**config.mk**
```make
export PLATFORM = sky130hd
export DESIGN_NAME = scalar_muldiv_unit_flat
export DESIGN_NICKNAME = d
export VERILOG_FILES = /design/src/rtl/scalar_muldiv_unit_pkg.sv /design/src/rtl/scalar_muldiv_unit_if.sv /design/src/rtl/scalar_muldiv_unit_muldiv_step.sv /design/src/rtl/scalar_muldiv_unit.sv /design/src/flat_wrapper.sv
export SDC_FILE = /design/constraint.sdc
export NUM_CORES = 1
export LEC_CHECK = 0
export CORE_UTILIZATION = 53
export DETAILED_ROUTE_END_ITERATION = 8
export GPL_ROUTABILITY_DRIVEN = 0
export HOLD_SLACK_MARGIN = 0.08
export PLACE_DENSITY = 0.79
export SLEW_MARGIN = 20
export SYNTH_ARGS = -nofsm -noshare
export SYNTH_HDL_FRONTEND = slang
export SYNTH_SLANG_ARGS = --single-unit
```
**constraint.sdc**
```tcl
create_clock -name clk -period 4.7 [get_ports clk]
set_clock_uncertainty 0.1 [all_clocks]
set_input_delay 0.705 -clock clk [delete_from_list [all_inputs] [get_ports clk]]
set_output_delay 0.705 -clock clk [all_outputs]
set_load 0.02 [all_outputs]
```
**src/rtl/scalar_muldiv_unit_pkg.sv**
```systemverilog
// Shared constants for the scalar multiply/divide unit: op encoding, FSM states, default widths.
package scalar_muldiv_unit_pkg;
  localparam int DEF_BIT_NUMBER  = 32;
  localparam int DEF_ADDR_NUMBER = 5;

  localparam logic [1:0] OP_MULU_LO = 2'b00;
  localparam logic [1:0] OP_MULU_HI = 2'b01;
  localparam logic [1:0] OP_DIVU    = 2'b10;
  localparam logic [1:0] OP_REMU    = 2'b11;

  typedef enum logic [1:0] {
    IDLE = 2'd0,
    CALC = 2'd1,
    DONE = 2'd2
  } state_t;
endpackage

```
**src/rtl/scalar_muldiv_unit_if.sv**
```systemverilog
// Issue-side request / register-file-side response bundle of the muldiv unit.
interface scalar_muldiv_unit_if
  import scalar_muldiv_unit_pkg::*;
#(
  parameter int BIT_NUMBER  = DEF_BIT_NUMBER,
  parameter int ADDR_NUMBER = DEF_ADDR_NUMBER
);
  logic                   start;
  logic [1:0]             op;
  logic [BIT_NUMBER-1:0]  operand_a;
  logic [BIT_NUMBER-1:0]  operand_b;
  logic [ADDR_NUMBER-1:0] dest_addr_in;
  logic                   flush;
  logic                   busy;
  logic                   result_valid;
  logic [BIT_NUMBER-1:0]  result;
  logic [ADDR_NUMBER-1:0] dest_addr_out;
  logic                   write_enable_out;
  logic                   div_by_zero;

  modport master (
    output start, op, operand_a, operand_b, dest_addr_in, flush,
    input  busy, result_valid, result, dest_addr_out, write_enable_out, div_by_zero
  );

  modport slave (
    input  start, op, operand_a, operand_b, dest_addr_in, flush,
    output busy, result_valid, result, dest_addr_out, write_enable_out, div_by_zero
  );
endinterface

```
**src/rtl/scalar_muldiv_unit_muldiv_step.sv**
```systemverilog
// One iteration of the datapath: shift-add multiply step or restoring divide step.
module muldiv_step
  import scalar_muldiv_unit_pkg::*;
#(
  parameter int BIT_NUMBER = DEF_BIT_NUMBER
) (
  input  logic                  i_is_div,
  input  logic [BIT_NUMBER:0]   i_acc,
  input  logic [BIT_NUMBER-1:0] i_lo,
  input  logic [BIT_NUMBER-1:0] i_b,
  output logic [BIT_NUMBER:0]   o_acc,
  output logic [BIT_NUMBER-1:0] o_lo
);
  logic [BIT_NUMBER:0] w_sum;
  logic [BIT_NUMBER:0] w_shl;
  logic [BIT_NUMBER:0] w_diff;

  // Multiply: {acc,lo} is the product with the multiplier consumed from lo's LSB.
  assign w_sum  = i_lo[0] ? (i_acc + {1'b0, i_b}) : i_acc;
  // Divide: acc is the partial remainder, lo shifts dividend out / quotient in.
  assign w_shl  = {i_acc[BIT_NUMBER-1:0], i_lo[BIT_NUMBER-1]};
  assign w_diff = w_shl - {1'b0, i_b};

  always_comb begin
    o_acc = {1'b0, w_sum[BIT_NUMBER:1]};
    o_lo  = {w_sum[0], i_lo[BIT_NUMBER-1:1]};
    if (i_is_div) begin
      if (!w_diff[BIT_NUMBER]) begin
        o_acc = w_diff;
        o_lo  = {i_lo[BIT_NUMBER-2:0], 1'b1};
      end else begin
        o_acc = w_shl;
        o_lo  = {i_lo[BIT_NUMBER-2:0], 1'b0};
      end
    end
  end
endmodule

```
**src/rtl/scalar_muldiv_unit.sv**
```systemverilog
// Iterative unsigned multiply/divide unit, one bit per cycle, feeding the register file write port.
module scalar_muldiv_unit
  import scalar_muldiv_unit_pkg::*;
#(
  parameter int BIT_NUMBER  = DEF_BIT_NUMBER,
  parameter int ADDR_NUMBER = DEF_ADDR_NUMBER
) (
  input  logic               clk,
  input  logic               reset,
  scalar_muldiv_unit_if.slave bus
);
  localparam int            CW   = $clog2(BIT_NUMBER) + 1;
  localparam logic [CW-1:0] LAST = CW'(BIT_NUMBER - 1);

  state_t                 r_state, w_state_nxt;
  logic [CW-1:0]          r_cnt;
  logic [1:0]             r_op;
  logic [BIT_NUMBER:0]    r_acc;
  logic [BIT_NUMBER-1:0]  r_lo, r_b, r_result;
  logic [ADDR_NUMBER-1:0] r_dest_q, r_dest_out;
  logic                   r_dbz;

  logic [BIT_NUMBER:0]    w_acc_nxt;
  logic [BIT_NUMBER-1:0]  w_lo_nxt, w_fin_res;
  logic                   w_accept, w_dbz_start, w_calc_last;
  logic                   w_busy, w_valid, w_dbz;

  assign w_dbz_start = bus.op[1] && (bus.operand_b == '0);
  assign w_accept    = (r_state == IDLE) && bus.start && !bus.flush;
  assign w_calc_last = (r_state == CALC) && (r_cnt == LAST) && !bus.flush;

  muldiv_step #(.BIT_NUMBER(BIT_NUMBER)) u_step (
    .i_is_div (r_op[1]),
    .i_acc    (r_acc),
    .i_lo     (r_lo),
    .i_b      (r_b),
    .o_acc    (w_acc_nxt),
    .o_lo     (w_lo_nxt)
  );

  always_ff @(posedge clk or posedge reset) begin
    if (reset) r_state <= IDLE;
    else       r_state <= w_state_nxt;
  end

  always_comb begin
    w_state_nxt = r_state;
    unique case (r_state)
      IDLE:    if (w_accept) w_state_nxt = w_dbz_start ? DONE : CALC;
      CALC:    if (bus.flush) w_state_nxt = IDLE;
               else if (r_cnt == LAST) w_state_nxt = DONE;
      DONE:    w_state_nxt = IDLE;
      default: w_state_nxt = IDLE;
    endcase
  end

  // flush in DONE suppresses the write in the same cycle
  always_comb begin
    w_busy  = (r_state != IDLE);
    w_valid = (r_state == DONE) && !bus.flush;
    w_dbz   = w_valid && r_dbz;
  end

  always_comb begin
    unique case (r_op)
      OP_MULU_LO, OP_DIVU: w_fin_res = w_lo_nxt;
      default:             w_fin_res = w_acc_nxt[BIT_NUMBER-1:0];
    endcase
  end

  // Operand placement: lo holds the multiplier or the dividend, b the multiplicand or divisor.
  always_ff @(posedge clk or posedge reset) begin
    if (reset) begin
      r_cnt      <= '0;
      r_op       <= '0;
      r_acc      <= '0;
      r_lo       <= '0;
      r_b        <= '0;
      r_result   <= '0;
      r_dest_q   <= '0;
      r_dest_out <= '0;
      r_dbz      <= 1'b0;
    end else if (w_accept) begin
      r_cnt    <= '0;
      r_op     <= bus.op;
      r_acc    <= '0;
      r_lo     <= bus.op[1] ? bus.operand_a : bus.operand_b;
      r_b      <= bus.op[1] ? bus.operand_b : bus.operand_a;
      r_dest_q <= bus.dest_addr_in;
      if (w_dbz_start) begin
        r_result   <= bus.op[0] ? bus.operand_a : '1;
        r_dest_out <= bus.dest_addr_in;
        r_dbz      <= 1'b1;
      end
    end else if (r_state == CALC) begin
      r_acc <= w_acc_nxt;
      r_lo  <= w_lo_nxt;
      r_cnt <= r_cnt + 1'b1;
      if (w_calc_last) begin
        r_result   <= w_fin_res;
        r_dest_out <= r_dest_q;
        r_dbz      <= 1'b0;
      end
    end
  end

  assign bus.busy             = w_busy;
  assign bus.result_valid     = w_valid;
  assign bus.write_enable_out = w_valid;
  assign bus.div_by_zero      = w_dbz;
  assign bus.result           = r_result;
  assign bus.dest_addr_out    = r_dest_out;
endmodule

```
**src/flat_wrapper.sv**
```systemverilog
// flat-port wrapper written by rule: the top's interface ports become plain ports
module scalar_muldiv_unit_flat import scalar_muldiv_unit_pkg::*;
#(
  parameter int BIT_NUMBER  = DEF_BIT_NUMBER,
  parameter int ADDR_NUMBER = DEF_ADDR_NUMBER
)
  (clk, reset, bus_start, bus_op, bus_operand_a, bus_operand_b, bus_dest_addr_in, bus_flush, bus_busy, bus_result_valid, bus_result, bus_dest_addr_out, bus_write_enable_out, bus_div_by_zero);
  scalar_muldiv_unit_if #(.BIT_NUMBER(BIT_NUMBER), .ADDR_NUMBER(ADDR_NUMBER)) bus_i ();
  input  logic clk;
  input  logic reset;
  input wire logic [$bits(bus_i.start)-1:0] bus_start;
  input wire logic [$bits(bus_i.op)-1:0] bus_op;
  input wire logic [$bits(bus_i.operand_a)-1:0] bus_operand_a;
  input wire logic [$bits(bus_i.operand_b)-1:0] bus_operand_b;
  input wire logic [$bits(bus_i.dest_addr_in)-1:0] bus_dest_addr_in;
  input wire logic [$bits(bus_i.flush)-1:0] bus_flush;
  output wire logic [$bits(bus_i.busy)-1:0] bus_busy;
  output wire logic [$bits(bus_i.result_valid)-1:0] bus_result_valid;
  output wire logic [$bits(bus_i.result)-1:0] bus_result;
  output wire logic [$bits(bus_i.dest_addr_out)-1:0] bus_dest_addr_out;
  output wire logic [$bits(bus_i.write_enable_out)-1:0] bus_write_enable_out;
  output wire logic [$bits(bus_i.div_by_zero)-1:0] bus_div_by_zero;
  assign bus_i.start = bus_start;
  assign bus_i.op = bus_op;
  assign bus_i.operand_a = bus_operand_a;
  assign bus_i.operand_b = bus_operand_b;
  assign bus_i.dest_addr_in = bus_dest_addr_in;
  assign bus_i.flush = bus_flush;
  assign bus_busy = bus_i.busy;
  assign bus_result_valid = bus_i.result_valid;
  assign bus_result = bus_i.result;
  assign bus_dest_addr_out = bus_i.dest_addr_out;
  assign bus_write_enable_out = bus_i.write_enable_out;
  assign bus_div_by_zero = bus_i.div_by_zero;
  scalar_muldiv_unit #(.BIT_NUMBER(BIT_NUMBER), .ADDR_NUMBER(ADDR_NUMBER)) u_core (.clk(clk), .reset(reset), .bus(bus_i));
endmodule
```
# Word level (Yosys, flattened, before mapping)

Index checks and enable logic that the tools add are counted.

Bits in registers: 150
Output and inout bits: 41
Word-level logic and storage cells: 69

Add/sub/neg operators: 3
Equal/unequal tests: 7
Multiplexer cells: 32
Reduce and logical (&&, ||, !) cells: 17

Operator list:

| cell                  | number |
|---|---|
| $mux W32              | 11 |
| $mux W33              | 5 |
| $add A33 B32 Y33      | 1 |
| $sub A33 B32 Y33      | 1 |
| $logic_not A32 Y1     | 1 |
| $mux W5               | 4 |
| $mux W6               | 2 |
| $mux W2               | 4 |
| $logic_and A1 B1 Y1   | 7 |
| $add A6 B1 Y6 const B | 1 |
| $eq A6 B5 Y1 const B  | 1 |
| $reduce_bool A2 Y1    | 3 |
| $mux W1               | 5 |
| $eq A2 B2 Y1 const B  | 2 |
| $logic_not A2 Y1      | 2 |
| $pmux W2 S2           | 1 |
| $ne A3 B2 Y1 const B  | 1 |
| $reduce_and A3 Y1     | 1 |
| $eq A2 B1 Y1 const B  | 1 |
| $ne A2 B1 Y1 const B  | 1 |
| $ne A2 B2 Y1 const B  | 1 |
| $reduce_and A2 Y1     | 1 |
| $reduce_or A2 Y1      | 1 |
| $logic_not A1 Y1      | 1 |

# Depth between registers and ports, before layout

Depth after elaboration: 7
Gate-level depth with buffers: 24
Gate-level depth less buffers: 23

# Cells and area by module

From an unflattened synthesis, not the netlist that was laid out.

Cell total of the unflattened synthesis: 1412
Area, all modules: 12125.4 um^2

Modules (own cells, without submodules):

| module             | times used | cells an instance | area an instance (um^2) | sequential area each (um^2) |
|---|---|---|---|---|
| scalar_muldiv_unit | 1          | 711               | 7243.2                  | 3753.6 |
| muldiv_step        | 1          | 701               | 4882.2                  | 0.0 |

# Least setup slack after synthesis

No wires, ideal clock.

Path kind: flip-flop to flip-flop
Start: register u_core.r_acc[14]
End: register u_core.r_result[29], in the netlist u_core.bus.result[29]
Arrival: 4.314 ns
Required time: 4.523 ns
Slack: 0.208 ns
Cell stages (with the launch flop): 21
Path buffers: 1
Period minus slack after synthesis: 4.492 ns
Cells stage by stage: dfrtp_1 > ha_1 > a211o_1 > a21oi_1 > o21ai_0 > a311o_1 > nor2_2 > nor4_4 > o31a_1 > o21ai_0 > nand2b_1 > ha_1 > clkbuf_1 > inv_1 > nand2_1 > o32a_1 > nor2b_1 > or4_1 > a21oi_1 > nand4_1 > a21oi_1

Longest elaborated chain between the ends: 7
Elaborated cells on any way between the ends: 9

RTL lines:

| item                                                        | line                                                                       | text |
|---|---|---|
| from (decl)                                                 | scalar_muldiv_unit.sv:18                                                   | `logic [BIT_NUMBER:0] r_acc;` |
| from (signal assigned)                                      | scalar_muldiv_unit.sv:96                                                   | `r_acc <= w_acc_nxt;` |
| $add A33 B32 Y33 / $sub A33 B32 Y33 (equally long branches) | scalar_muldiv_unit_muldiv_step.sv:19, scalar_muldiv_unit_muldiv_step.sv:22 |  |
| $mux W33 (on tied branches)                                 | scalar_muldiv_unit_muldiv_step.sv:19, scalar_muldiv_unit_muldiv_step.sv:28 |  |
| $mux W33 (*)                                                | scalar_muldiv_unit_muldiv_step.sv:27                                       | `if (i_is_div) begin` |
| $mux W32 (*)                                                | scalar_muldiv_unit.sv:65                                                   | `unique case (r_op)` |
| $mux W32 (*)                                                | scalar_muldiv_unit.sv:99                                                   | `if (w_calc_last) begin` |
| $mux W32 (*)                                                | scalar_muldiv_unit.sv:95                                                   | `end else if (r_state == CALC) begin` |
| $mux W32 (*)                                                | scalar_muldiv_unit.sv:83                                                   | `end else if (w_accept) begin` |
| to (signal assigned)                                        | scalar_muldiv_unit.sv:91                                                   | `r_result <= bus.op[0] ? bus.operand_a : '1;` |
| to (signal assigned)                                        | scalar_muldiv_unit.sv:100                                                  | `r_result <= w_fin_res;` |
| to (decl)                                                   | scalar_muldiv_unit.sv:19                                                   | `logic [BIT_NUMBER-1:0] r_lo, r_b, r_result;` |

Mark *: on every way between the ends. The rest lies on a longest branch, timed or not. The select of a mux whose other input is x is not followed.
A chain may end at the register's enable or synchronous reset.

# Worst setup path after layout

Start: register u_core.r_b[15]
End: register u_core.r_result[29], in the netlist u_core.bus.result[29]

Longest elaborated chain between the ends: 7
Elaborated cells on any way between the ends: 9

RTL lines:

| item                                                        | line                                                                       | text |
|---|---|---|
| from (decl)                                                 | scalar_muldiv_unit.sv:19                                                   |  |
| from (signal assigned)                                      | scalar_muldiv_unit.sv:88                                                   | `r_b <= bus.op[1] ? bus.operand_b : bus.operand_a;` |
| $add A33 B32 Y33 / $sub A33 B32 Y33 (equally long branches) | scalar_muldiv_unit_muldiv_step.sv:19, scalar_muldiv_unit_muldiv_step.sv:22 |  |
| $mux W33 (on tied branches)                                 | scalar_muldiv_unit_muldiv_step.sv:19, scalar_muldiv_unit_muldiv_step.sv:28 |  |
| $mux W33 (*)                                                | scalar_muldiv_unit_muldiv_step.sv:27                                       |  |
| $mux W32 (*)                                                | scalar_muldiv_unit.sv:65                                                   |  |
| $mux W32 (*)                                                | scalar_muldiv_unit.sv:99                                                   |  |
| $mux W32 (*)                                                | scalar_muldiv_unit.sv:95                                                   |  |
| $mux W32 (*)                                                | scalar_muldiv_unit.sv:83                                                   |  |

Marks and branches as above.

==> impl_results.md <==
- Syn Area/Cell: 8.13 sq um
- Core Box Area: 0.0220 sq mm
- Arrival @ worst endpoint: 4.72 ns
- Maxcap violations: 0
- Switching share of total power: 49.3%
- Sequential-to-total area share from yosys stat: 31.2%
- HP Class: flip-flop to flip-flop
- Leak: 6.29 nW
- Maximum vdd drop: 0.348 mV
- Reg clk slew, reported paths: 0.07 ns
- Min Tclk post-route: 4.45 ns
- Most frequent cell after synthesis: nand2_1
- Synth warn: 0
- Largest cells by area after synthesis: dfrtp_1 (31%), mux2i_1 (9.4%), ha_1 (6.9%)
- DRT antenna net count: 0
- Die Span X: 153 microns
- Final setup violation count: 0
- Chip height: 153 microns
- Worst Max-Slew Pin Slew: 1.18 ns
- DRT iter0 DRCs: 1563
- Biggest area consumer among synthesized cells: dfrtp_1
- Post-layout nets: 1705
- Design Power: 9.01 mW
- Status: finished, final reports clean
- Hpwl dp: 29600 microns
- Area after DPL: 0.0135 sq mm
- Post-route cell area: 0.0142 sq mm
- ANT cells: 0
- Syn-to-layout area delta: 17.9%
- Worst-skew pair later-pin latency: 0.44 ns
- Startpoint types: flip-flop
- Seq cells post-synth: 150
- Power Density: 634 mW/mm^2
- PnR worst setup slack: 0.246 ns
- Via count: 12600
- Final Hold Fails: 0
- H-tree depth: 4
- Area of the multi-input gates: 0.00780 sq mm
- Vias per inst: 6.78
- Post-synth cell types: 88
- Combinational share of power: 60.8%
- Sequential share of power: 23.4%
- Post-synth top area share: 31.2%
- Async set or reset register ratio after synthesis: 100%
- Slew HR: 21.1%
- Sink Count: 150
- CTS tree: built
- Setup Fix Bufs, Post-CTS: 0
- Largest net degree at the start of global routing: 90
- Gr usage total: 35.3%
- Slew Limit Fails: 0
- Row cnt: 54
- Root Driver: clkbuf_16
- Syn_nets: 1625
- Final period util: 94.8%
- Max frequency: 225 MHz
- CP Capture Type: flip-flop
- Hold_ws: 0.376 ns
- Switching Power: 4.44 mW
- Filler cells: 1814
- Clock tree buffer depth: 2
- Worst Path Required: 4.97 ns
- DR pass1 iterations: 8
- WL/cell: 22.2 microns
- Grt ovf: 0
- Mapped Cells: 1482
- Antenna violations before repair: 1
- Post-Route WL: 41200 microns
- Ports: 116
- Post-synth EDFFs: 0
- Remaining DRCs: 0
- Initial Util: 54.7%
- Cell internal pwr: 4.56 mW
- Cts hold-fix bufs: 0
- Worst-path maximum fanout: 6
- PortBufs: 115
- First-pass GRT wire length: 64700 microns
- Vias in the first global route: 11600
- Die ar.: 0.0233 sq mm
- Most frequent cells after synthesis: nand2_1 (168), dfrtp_1 (150), a21oi_1 (140)
- Mapped cell area: 0.0120 sq mm
- Main flop type after synthesis: dfrtp_1
- Place WS: -0.219 ns
- Share of layout cells above drive strength 1: 8.32%
- Reg area: 0.00376 sq mm
- Clk network pwr share: 15.8%
- Util after Layout: 64.5%
- Cts bufs inserted: 17
- Critical path type: flip-flop to flip-flop
[power by group through the flow]
stage	Combinational [mW]	Sequential, mW	Clock [mW]
6_report	5.47	2.11	1.42
2_1_floorplan	3.89	1.92	0
5_1_grt	5.96	2.13	1.46
3_5_place_dp	5.17	2.09	0
3_3_place_gp	5.07	2.07	0
4_1_cts	5.24	2.06	1.42
[sequential cells by signal (all words and copies together), names as in the netlist]
signal,flops
u_core.bus.dest_addr_out,5
u_core.bus.result,32
u_core.r_acc,33
u_core.r_b,32
u_core.r_cnt,6
u_core.r_dbz,1
u_core.r_dest_q,5
u_core.r_lo,32
u_core.r_op,2
u_core.r_state,2
[logic make-up (layout without fill, tap and decap cells)]
| logic type | after synthesis | after routing | synth area share, % |
|---|---|---|---|
| multiplexers | 128 | 128 | 10.8 |
| XOR/XNOR | 41 | 41 | 2.98 |
| flip-flops | 150 | 150 | 31.2 |
| buffers and inverters | 148 | 241 | 4.66 |
| AO/OA/AOI/OAI | 452 | 452 | 23.9 |
| adder cells (fa/ha/maj) | 68 | 68 | 7.19 |
| AND/OR/NAND/NOR | 495 | 495 | 19.3 |
[per-layer routing]
layer  global-route usage, %  part of all wire, %  wire length [microns]  up-vias
li1                        -                    -                      -     5627
met1                    49.9                   42                  17200     5960
met2                    51.5                   42                  17400      857
met3                    9.02                   12                   5130      140
met4                    13.3                  3.6                   1500        2
met5                       0                0.032                     13        -
[stage by stage]
stage                     instances  setup TNS (ns)
after floorplan                1482               0
after global placement         1823          -0.159
after detailed placement       1823          -0.219
after CTS                      1855               0
after global routing           1855        -0.00302
final                          1855               0
[what timing repair did]
action                                  CTS  global route
gates resized for setup                   2            15
endpoints found under the setup margin    1            42
pin swaps                                 0             4
[critical path, stage by stage, from the launching register on]
cell      delay, ns
dfrtp_1        0.41
inv_1          0.07
ha_2           0.31
a211o_1        0.35
a21oi_4        0.18
o21ai_1        0.12
a311o_1        0.39
nor2_2         0.17
nor4_4         0.07
o31a_1         0.30
o21ai_0        0.15
nand2b_1       0.12
ha_4           0.24
inv_1          0.07
nand2_1        0.07
o32a_1         0.24
nor2b_1        0.16
or4_1          0.44
a21oi_2        0.19
nand4_1        0.10
a21oi_1        0.14
[cell usage in the layout, fill, tap and decap left out, types with 13 or more instances in the layout]
cell type	Yosys	final
mux2i_1	113	113
clkbuf_16	0	17
ha_1	66	63
inv_1	55	54
buf_4	1	34
xor2_1	17	17
a21oi_1	140	136
or3_1	14	14
nor3_1	29	29
o21ai_0	109	108
a21o_1	19	19
clkdlybuf4s50_1	0	114
mux2_2	15	15
nand3_1	57	57
dfrtp_1	150	147
nand4_1	17	17
o221ai_1	38	38
xnor2_1	24	24
nor4_1	15	13
nand2_1	168	168
a31oi_1	16	16
a211oi_1	19	19
o211ai_1	15	15
nor2_1	127	125
[path summary, 6_finish.rpt]
kind	cells past startpoint	from	slack, ns	endpoint
max	20	u_core.r_b[15]	0.25	u_core.bus.result[29]
min in group asynchronous	2	reset	0.55	u_core.r_lo[6]
max reg2reg	20	u_core.r_b[15]	0.25	u_core.bus.result[29]
max in group asynchronous	3	reset	3.11	u_core.r_op[1]
min reg2reg	2	u_core.r_dest_q[0]	0.38	u_core.r_dest_q[0]
min	2	u_core.r_dest_q[0]	0.38	u_core.r_dest_q[0]
[cell type report]
type | count | share of cell area [%]
Multi-Input combinational cell | 1184 | 55.0
Tap cell | 280 | 2.47
Sequential cell | 150 | 26.5
Clock inverter | 14 | 1.12
Timing Repair Buffer | 152 | 10.3
Inverter | 57 | 1.53
Clock buffer | 18 | 3.09
Note: power is estimated with default switching activity, not from simulation.
